==> src/rtl/img_defs_pkg.sv <==
// Shared image definitions for the 3x3 window pipeline: frame size defaults,
// RGB332 field layout, window tap numbering and the window FSM state type.
package img_defs;

    localparam int IMG_WIDTH  = 200;
    localparam int IMG_HEIGHT = 200;

    localparam int RGB_R_W   = 3;
    localparam int RGB_G_W   = 3;
    localparam int RGB_B_W   = 2;
    localparam int RGB_PIX_W = RGB_R_W + RGB_G_W + RGB_B_W;
    localparam int RGB_B_LSB = 0;
    localparam int RGB_G_LSB = RGB_B_LSB + RGB_B_W;
    localparam int RGB_R_LSB = RGB_G_LSB + RGB_G_W;

    // Tap numbering inside the packed window {w8..w0}, row-major from top-left.
    localparam int W0 = 0;
    localparam int W1 = 1;
    localparam int W2 = 2;
    localparam int W3 = 3;
    localparam int W4 = 4;
    localparam int W5 = 5;
    localparam int W6 = 6;
    localparam int W7 = 7;
    localparam int W8 = 8;
    localparam int TAP_IDX [3][3] = '{'{W0, W1, W2}, '{W3, W4, W5}, '{W6, W7, W8}};

    typedef enum logic [1:0] {
        ST_IDLE  = 2'd0,
        ST_RUN   = 2'd1,
        ST_FLUSH = 2'd2
    } win_state_t;

endpackage

==> src/rtl/window_3x3_gen_line_buf.sv <==
// line_buf: single-clock circular delay line, DEPTH entries of PIX_W bits.
// Each enabled cycle reads the entry written DEPTH enables ago and overwrites it.
module line_buf #(
    parameter int DEPTH = 200,
    parameter int PIX_W = 8
) (
    input  logic             clk_25M,
    input  logic             rst,
    input  logic             en,
    input  logic [PIX_W-1:0] din,
    output logic [PIX_W-1:0] dout
);

    localparam int AW = $clog2(DEPTH);
    localparam logic [AW-1:0] PTR_LAST = AW'(DEPTH - 1);

    logic [PIX_W-1:0] mem [DEPTH];
    logic [AW-1:0]    ptr;

    assign dout = mem[ptr];

    // NOTE: the storage array has no reset so it maps onto RAM; stale contents are masked downstream.
    always_ff @(posedge clk_25M) begin
        if (en) mem[ptr] <= din;
    end

    // NOTE: sequential state uses non-blocking assignments so every register samples pre-edge values.
    always_ff @(posedge clk_25M or negedge rst) begin
        if (!rst) begin
            ptr <= '0;
        end else if (en) begin
            ptr <= (ptr == PTR_LAST) ? '0 : ptr + AW'(1);
        end
    end

endmodule

==> src/rtl/window_3x3_gen.sv <==
// window_3x3_gen: streaming 3x3 neighbourhood generator over a raster RGB332 frame.
// Define BORDER_REPLICATE_EN for edge-replicate borders; default fills out-of-image taps with zero.
module window_3x3_gen
    import img_defs::*;
#(
    parameter int WIDTH  = IMG_WIDTH,
    parameter int HEIGHT = IMG_HEIGHT,
    parameter int PIX_W  = RGB_PIX_W
) (
    input  logic               clk_25M,
    input  logic               rst,
    input  logic               sof,
    input  logic [PIX_W-1:0]   pix_in,
    input  logic               pix_valid,
    output logic               pix_ready,
    output logic [9*PIX_W-1:0] win,
    output logic               win_valid,
    output logic [7:0]         win_x,
    output logic [7:0]         win_y,
    output logic               frame_done
);

    localparam int XW = $clog2(WIDTH);
    localparam int YW = $clog2(HEIGHT);
    localparam logic [XW-1:0] X_LAST = XW'(WIDTH - 1);
    localparam logic [YW-1:0] Y_LAST = YW'(HEIGHT - 1);

    win_state_t state, state_nx;
    logic       ready_q;
    logic       xfer, step, restart, emit;
    logic       primed, last_in, last_c;
    logic       edge_l, edge_r, edge_t, edge_b;
    logic       done_pend;

    logic [XW-1:0] in_x, c_x;
    logic [YW-1:0] in_y, c_y;

    // Column index 0 = top row (y-2), 1 = middle (y-1), 2 = bottom (incoming row).
    logic [PIX_W-1:0] col_new [3];
    logic [PIX_W-1:0] col_m   [3];
    logic [PIX_W-1:0] col_l   [3];
    logic [PIX_W-1:0] raw     [3][3];
    logic [PIX_W-1:0] tap     [3][3];
    logic [9*PIX_W-1:0] win_nx;

    assign pix_ready = ready_q;
    assign xfer      = pix_valid & ready_q;

    // Flush cycles push zero pixels so the line buffers keep delivering the last two rows.
    assign col_new[2] = (state == ST_FLUSH) ? '0 : pix_in;

    line_buf #(.DEPTH(WIDTH), .PIX_W(PIX_W)) u_line_y1 (
        .clk_25M (clk_25M),
        .rst     (rst),
        .en      (step),
        .din     (col_new[2]),
        .dout    (col_new[1])
    );

    line_buf #(.DEPTH(WIDTH), .PIX_W(PIX_W)) u_line_y2 (
        .clk_25M (clk_25M),
        .rst     (rst),
        .en      (step),
        .din     (col_new[1]),
        .dout    (col_new[0])
    );

    // The first WIDTH+1 pixels of a frame only fill the pipeline.
    assign primed  = (in_y != '0) && ((in_x != '0) || (in_y != YW'(1)));
    assign last_in = (in_x == X_LAST) && (in_y == Y_LAST);
    assign last_c  = (c_x == X_LAST) && (c_y == Y_LAST);

    assign edge_l = (c_x == '0);
    assign edge_r = (c_x == X_LAST);
    assign edge_t = (c_y == '0);
    assign edge_b = (c_y == Y_LAST);

    // NOTE: every combinational output gets a default first so no path can infer a latch.
    always_comb begin
        state_nx = state;
        step     = 1'b0;
        restart  = 1'b0;
        emit     = 1'b0;
        unique case (state)
            ST_IDLE: begin
                if (xfer && sof) begin
                    state_nx = ST_RUN;
                    step     = 1'b1;
                    restart  = 1'b1;
                end
            end
            ST_RUN: begin
                if (xfer) begin
                    step = 1'b1;
                    if (sof) begin
                        restart = 1'b1;
                    end else begin
                        emit = primed;
                        if (last_in) state_nx = ST_FLUSH;
                    end
                end
            end
            ST_FLUSH: begin
                step = 1'b1;
                emit = 1'b1;
                if (last_c) state_nx = ST_IDLE;
            end
            default: state_nx = ST_IDLE;
        endcase
    end

    // Border handling keys off the centre being emitted, which also hides row wrap-around in the shift window.
    always_comb begin
        for (int r = 0; r < 3; r++) begin
            raw[r][0] = col_l[r];
            raw[r][1] = col_m[r];
            raw[r][2] = col_new[r];
        end
`ifdef BORDER_REPLICATE_EN
        for (int r = 0; r < 3; r++) begin
            tap[r][0] = edge_l ? raw[r][1] : raw[r][0];
            tap[r][1] = raw[r][1];
            tap[r][2] = edge_r ? raw[r][1] : raw[r][2];
        end
        for (int c = 0; c < 3; c++) begin
            if (edge_t) tap[0][c] = tap[1][c];
            if (edge_b) tap[2][c] = tap[1][c];
        end
`else
        for (int r = 0; r < 3; r++) begin
            for (int c = 0; c < 3; c++) begin
                if ((c == 0 && edge_l) || (c == 2 && edge_r) ||
                    (r == 0 && edge_t) || (r == 2 && edge_b))
                    tap[r][c] = '0;
                else
                    tap[r][c] = raw[r][c];
            end
        end
`endif
        win_nx = '0;
        for (int r = 0; r < 3; r++) begin
            for (int c = 0; c < 3; c++) begin
                win_nx[TAP_IDX[r][c]*PIX_W +: PIX_W] = tap[r][c];
            end
        end
    end

    always_ff @(posedge clk_25M or negedge rst) begin
        if (!rst) begin
            state      <= ST_IDLE;
            ready_q    <= 1'b0;
            in_x       <= '0;
            in_y       <= '0;
            c_x        <= '0;
            c_y        <= '0;
            for (int i = 0; i < 3; i++) begin
                col_m[i] <= '0;
                col_l[i] <= '0;
            end
            win        <= '0;
            win_valid  <= 1'b0;
            win_x      <= '0;
            win_y      <= '0;
            done_pend  <= 1'b0;
            frame_done <= 1'b0;
        end else begin
            state      <= state_nx;
            ready_q    <= (state_nx != ST_FLUSH);
            win_valid  <= emit;
            done_pend  <= emit && last_c;
            frame_done <= done_pend;

            if (step) begin
                for (int i = 0; i < 3; i++) begin
                    col_l[i] <= col_m[i];
                    col_m[i] <= col_new[i];
                end
            end

            if (emit) begin
                win   <= win_nx;
                win_x <= 8'(c_x);
                win_y <= 8'(c_y);
            end

            // The sof pixel itself is (0,0), so the next expected input is (1,0).
            if (restart) begin
                in_x <= XW'(1);
                in_y <= '0;
            end else if (step && state == ST_RUN) begin
                if (in_x == X_LAST) begin
                    in_x <= '0;
                    in_y <= (in_y == Y_LAST) ? '0 : in_y + YW'(1);
                end else begin
                    in_x <= in_x + XW'(1);
                end
            end

            if (restart) begin
                c_x <= '0;
                c_y <= '0;
            end else if (emit) begin
                if (c_x == X_LAST) begin
                    c_x <= '0;
                    c_y <= (c_y == Y_LAST) ? '0 : c_y + YW'(1);
                end else begin
                    c_x <= c_x + XW'(1);
                end
            end
        end
    end

endmodule

==> config.mk <==
export PLATFORM = sky130hd
export DESIGN_NAME = window_3x3_gen
export DESIGN_NICKNAME = d
export VERILOG_FILES = /design/src/rtl/img_defs_pkg.sv /design/src/rtl/window_3x3_gen_line_buf.sv /design/src/rtl/window_3x3_gen.sv
export SDC_FILE = /design/constraint.sdc
export NUM_CORES = 2
export LEC_CHECK = 0
export ABC_AREA = 1
export ABC_CLOCK_PERIOD_IN_PS = 7800
export CAP_MARGIN = 20
export CORE_MARGIN = 2
export CORE_UTILIZATION = 35
export DETAILED_ROUTE_END_ITERATION = 6
export PLACE_DENSITY_LB_ADDON = 0.08
export RECOVER_POWER = 25
export SLEW_MARGIN = 10
export SYNTH_ARGS = -nofsm -noshare
export SYNTH_HDL_FRONTEND = slang
export SYNTH_HIERARCHICAL = 1
export SYNTH_SLANG_ARGS = --single-unit
==> constraint.sdc <==
create_clock -name clk_25M -period 7.8 [get_ports clk_25M]
set_input_delay 1.56 -clock clk_25M [delete_from_list [all_inputs] [get_ports clk_25M]]
set_output_delay 1.56 -clock clk_25M [all_outputs]
set_load 0.02 [all_outputs]
==> run metrics <==
status finished, violations left; failing checks max-capacitance violations, max-slew violations; Mapped Cells 14.3k; total CTS buffers about 380; Reg clk slew, reported paths 60 ps; PwrDens 349 mW/mm2; Die Span X ~650 um; count of final setup violators 0; first-pass GRT wire length approximately 650,000 um; DR vias/cell 4.76; CTS Sinks roughly 3.4k; syn nets 14.3k; Post-DRT Antenna Nets 0; Syn Area/Cell approximately 10 um2; wirelength, routed 447,000 um; Mapped Area approximately 0.15 mm2; Final Cycle Share 80.5%; Worst EP required 8110 ps; switching part of the total power between 30 and 40%; fillcell total 40.7k; CTS tree yes; CORE AREA 0.413 mm2; Core Rows about 240; gr usage total 20.9%; NumNets Final 14.2k; Slew Viols, Final 1,105; total negative slack 0 ps; CP Max Fanout 49; Die ar. 0.420 mm2; Setup Buffers After CTS 0; Clock power frac 30.1%; commonest non-fill, non-tap cell in the layout nand2_1; Tightest Hold Check Type reg -> reg; Gates resized, CTS repair 0; first drt pass iteration count 6; Initial Util 35.2%; DRC 0; vias in the first global route about 94k; Largest delay share family, worst path buffers and inverters; ratio of cells with drive above 1 in the final layout 5.04%; largest net degree at the start of global routing 180; Syn-to-layout area delta 12.2%; most frequent cell on the critical path clkbuf_1; chip height 648 um; internal power 36,300 uW; Max Cap Viol 23; Slew HR -139%; CP cell instances dlygate4sd3_1 > inv_1 > nor2_4 > clkbuf_1 > clkbuf_1; H-tree depth 5; grt total ovfl 0; min Tclk post-route 6280 ps; Worst VDD drop 0.000568 V; area of the multi-input gates roughly 0.036 mm2; post-synthesis sequential area ratio 69.4%; synth unique cells 38; Yosys reg bits 3,390; Leak 0.0660 uW; Max stage delay on crit path approximately 2200 ps; Vias 95.1k; port bufs 102; Routed WL per cell 22.3 um; RSZ-0062 raised after global routing false; CTS Buffer Depth 4; Yosys warning count 6; Critical Path End Type flip-flop; DP HPWL 256,000 um; Clock Skews 47.5 ps; Psw 20,700 uW; Worst-Skew Late Latency 970 ps; Hold WS 347 ps; asr flop ratio synth about 5.6%; Iteration-0 DRC Markers 7,029; initial antenna violation count 10; Reg area 0.101 mm2; GPL Wtd Cong 0.799; R2R Setup Slk 1810 ps; Worst path slowest cell clkbuf_1; Worst-Margin Slew ~3600 ps; final hold violation count 0; hold_buf cts 0; sequential fraction of design power 41.4%; combinational cell fraction of total power 28.5%; Max Freq 159 MHz; buffer and inverter count on the worst path 4; crit path DAT 6590 ps; CTS root buf clkbuf_16; I/O Pins between 100 and 150; critical path class in -> reg; number of synthesized flops with an enable pin 3,200; most frequent cells in the layout nand2_1, edfxtp_1, inv_1; commonest register cell after synthesis edfxtp_1; startpoint types input pin
## final timing paths
path	start	end	depth (start not counted)
setup / recovery	pix_in[6]	u_line_y1/mem[71][6]	5
hold / removal	done_pend	frame_done	0
setup reg to reg	state[0]	u_line_y1/mem[71][6]	5
max in group asynchronous	rst	in_y[2]	2
min in group asynchronous	rst	win[10]	1
hold reg to reg	done_pend	frame_done	0
## flip-flops by register name (all words and copies together), names as in the netlist, 2 cells and up
name           count
win_y              8
in_x               8
win               72
u_line_y1/mem   1600
col_m             24
u_line_y2/ptr      8
win_x              8
in_y               8
u_line_y1/ptr      8
c_y                8
u_line_y2/mem   1600
c_x                8
state              2
col_l             24
## layer usage
metal / routed length (um) / vias to the layer above / GRT usage [%] / share of wire [%]
li1: - / 46100 / - / -
met1: 199000 / 46600 / 28.2 / 45
met2: 218000 / 1822 / 35.7 / 49
met3: 16400 / 602 / 2.07 / 3.7
met4: 13200 / 0 / 6.02 / 3.0
met5: 0 / - / 0 / 0
## power by group through the flow
stage | clock network, uW | registers (uW) | logic (uW)
3_5_place_dp | 0 | 23900 | 16600
6_report | 17100 | 23600 | 16200
5_1_grt | 18200 | 23600 | 17700
3_3_place_gp | 0 | 23900 | 16700
4_1_cts | 17600 | 23600 | 16700
2_1_floorplan | 0 | 24600 | 8220
## per-stage QoR
stage               instances  total power, uW  cell area [um2]  setup WS [ps]  util (%)
floorplan               14300            32900           145000            345         -
global placement        19300            40600           151000           2050      36.7
detailed placement      19300            40600           151000           2060      36.7
CTS                     20000            57800           163000           2520      39.5
global route            20000            59600           163000           1220      39.5
finish                  20000            56900           163000           1520      39.5
## worst reg2reg max path, delay by kind of cell (launching register included)
kind | cells | cell delay (ps)
flip-flops | 1 | 370
adder cells (fa/ha/maj) | 1 | 380
buffers and inverters | 3 | 4380
AND/OR/NAND/NOR | 1 | 160
## cell usage after synthesis, types with 2 or more instances
| library cell | number | area (um2) |
|---|---|---|
| nand2_1 | 5771 | 21700 |
| edfxtp_1 | 3200 | 96100 |
| inv_1 | 1340 | 5030 |
| nor2_1 | 1330 | 4990 |
| nand3_1 | 649 | 3250 |
| o21ai_0 | 550 | 2750 |
| buf_2 | 346 | 1730 |
| o21ai_1 | 335 | 1680 |
| clkbuf_1 | 191 | 717 |
| dfrtp_1 | 190 | 4750 |
| buf_6 | 67 | 754 |
| buf_4 | 61 | 458 |
| buf_1 | 48 | 180 |
| o22ai_1 | 34 | 213 |
| a21oi_1 | 29 | 145 |
| nor3_1 | 22 | 110 |
| ha_1 | 21 | 263 |
| inv_2 | 14 | 52.6 |
| nand4_1 | 10 | 62.6 |
| xor2_1 | 10 | 87.6 |
| clkinv_1 | 6 | 22.5 |
| nor3_2 | 6 | 60.1 |
| nor3b_1 | 6 | 45.0 |
| nand2_2 | 3 | 18.8 |
| nor4_1 | 3 | 18.8 |
| a311oi_1 | 2 | 17.5 |
| clkbuf_2 | 2 | 10.0 |
| inv_4 | 2 | 12.5 |
| nor2_2 | 2 | 12.5 |
## cells by family (layout without fill, tap and decap cells)
group / after synthesis / in the layout / share of synthesized area, %
AO/OA/AOI/OAI: 955 / 955 / 3.34
XOR/XNOR: 10 / 10 / 0.0603
adder cells (fa/ha/maj): 21 / 21 / 0.181
buffers and inverters: 2077 / 2333 / 6.17
flip-flops: 3390 / 3390 / 69.4
other: 0 / 3 / 0
AND/OR/NAND/NOR: 7806 / 7806 / 20.8
## area by class of cell
type | count | share of cell area (%)
inverters | 1362 | 3.17
repair buffers | 283 | 1.71
diodes | 3 | 0.00461
well taps | 5474 | 4.20
clock inverters | 195 | 0.930
flip-flops and latches | 3390 | 61.9
clock buffers | 493 | 6.22
multi-input cells | 8792 | 21.9
(Power assumes the default switching activity.)
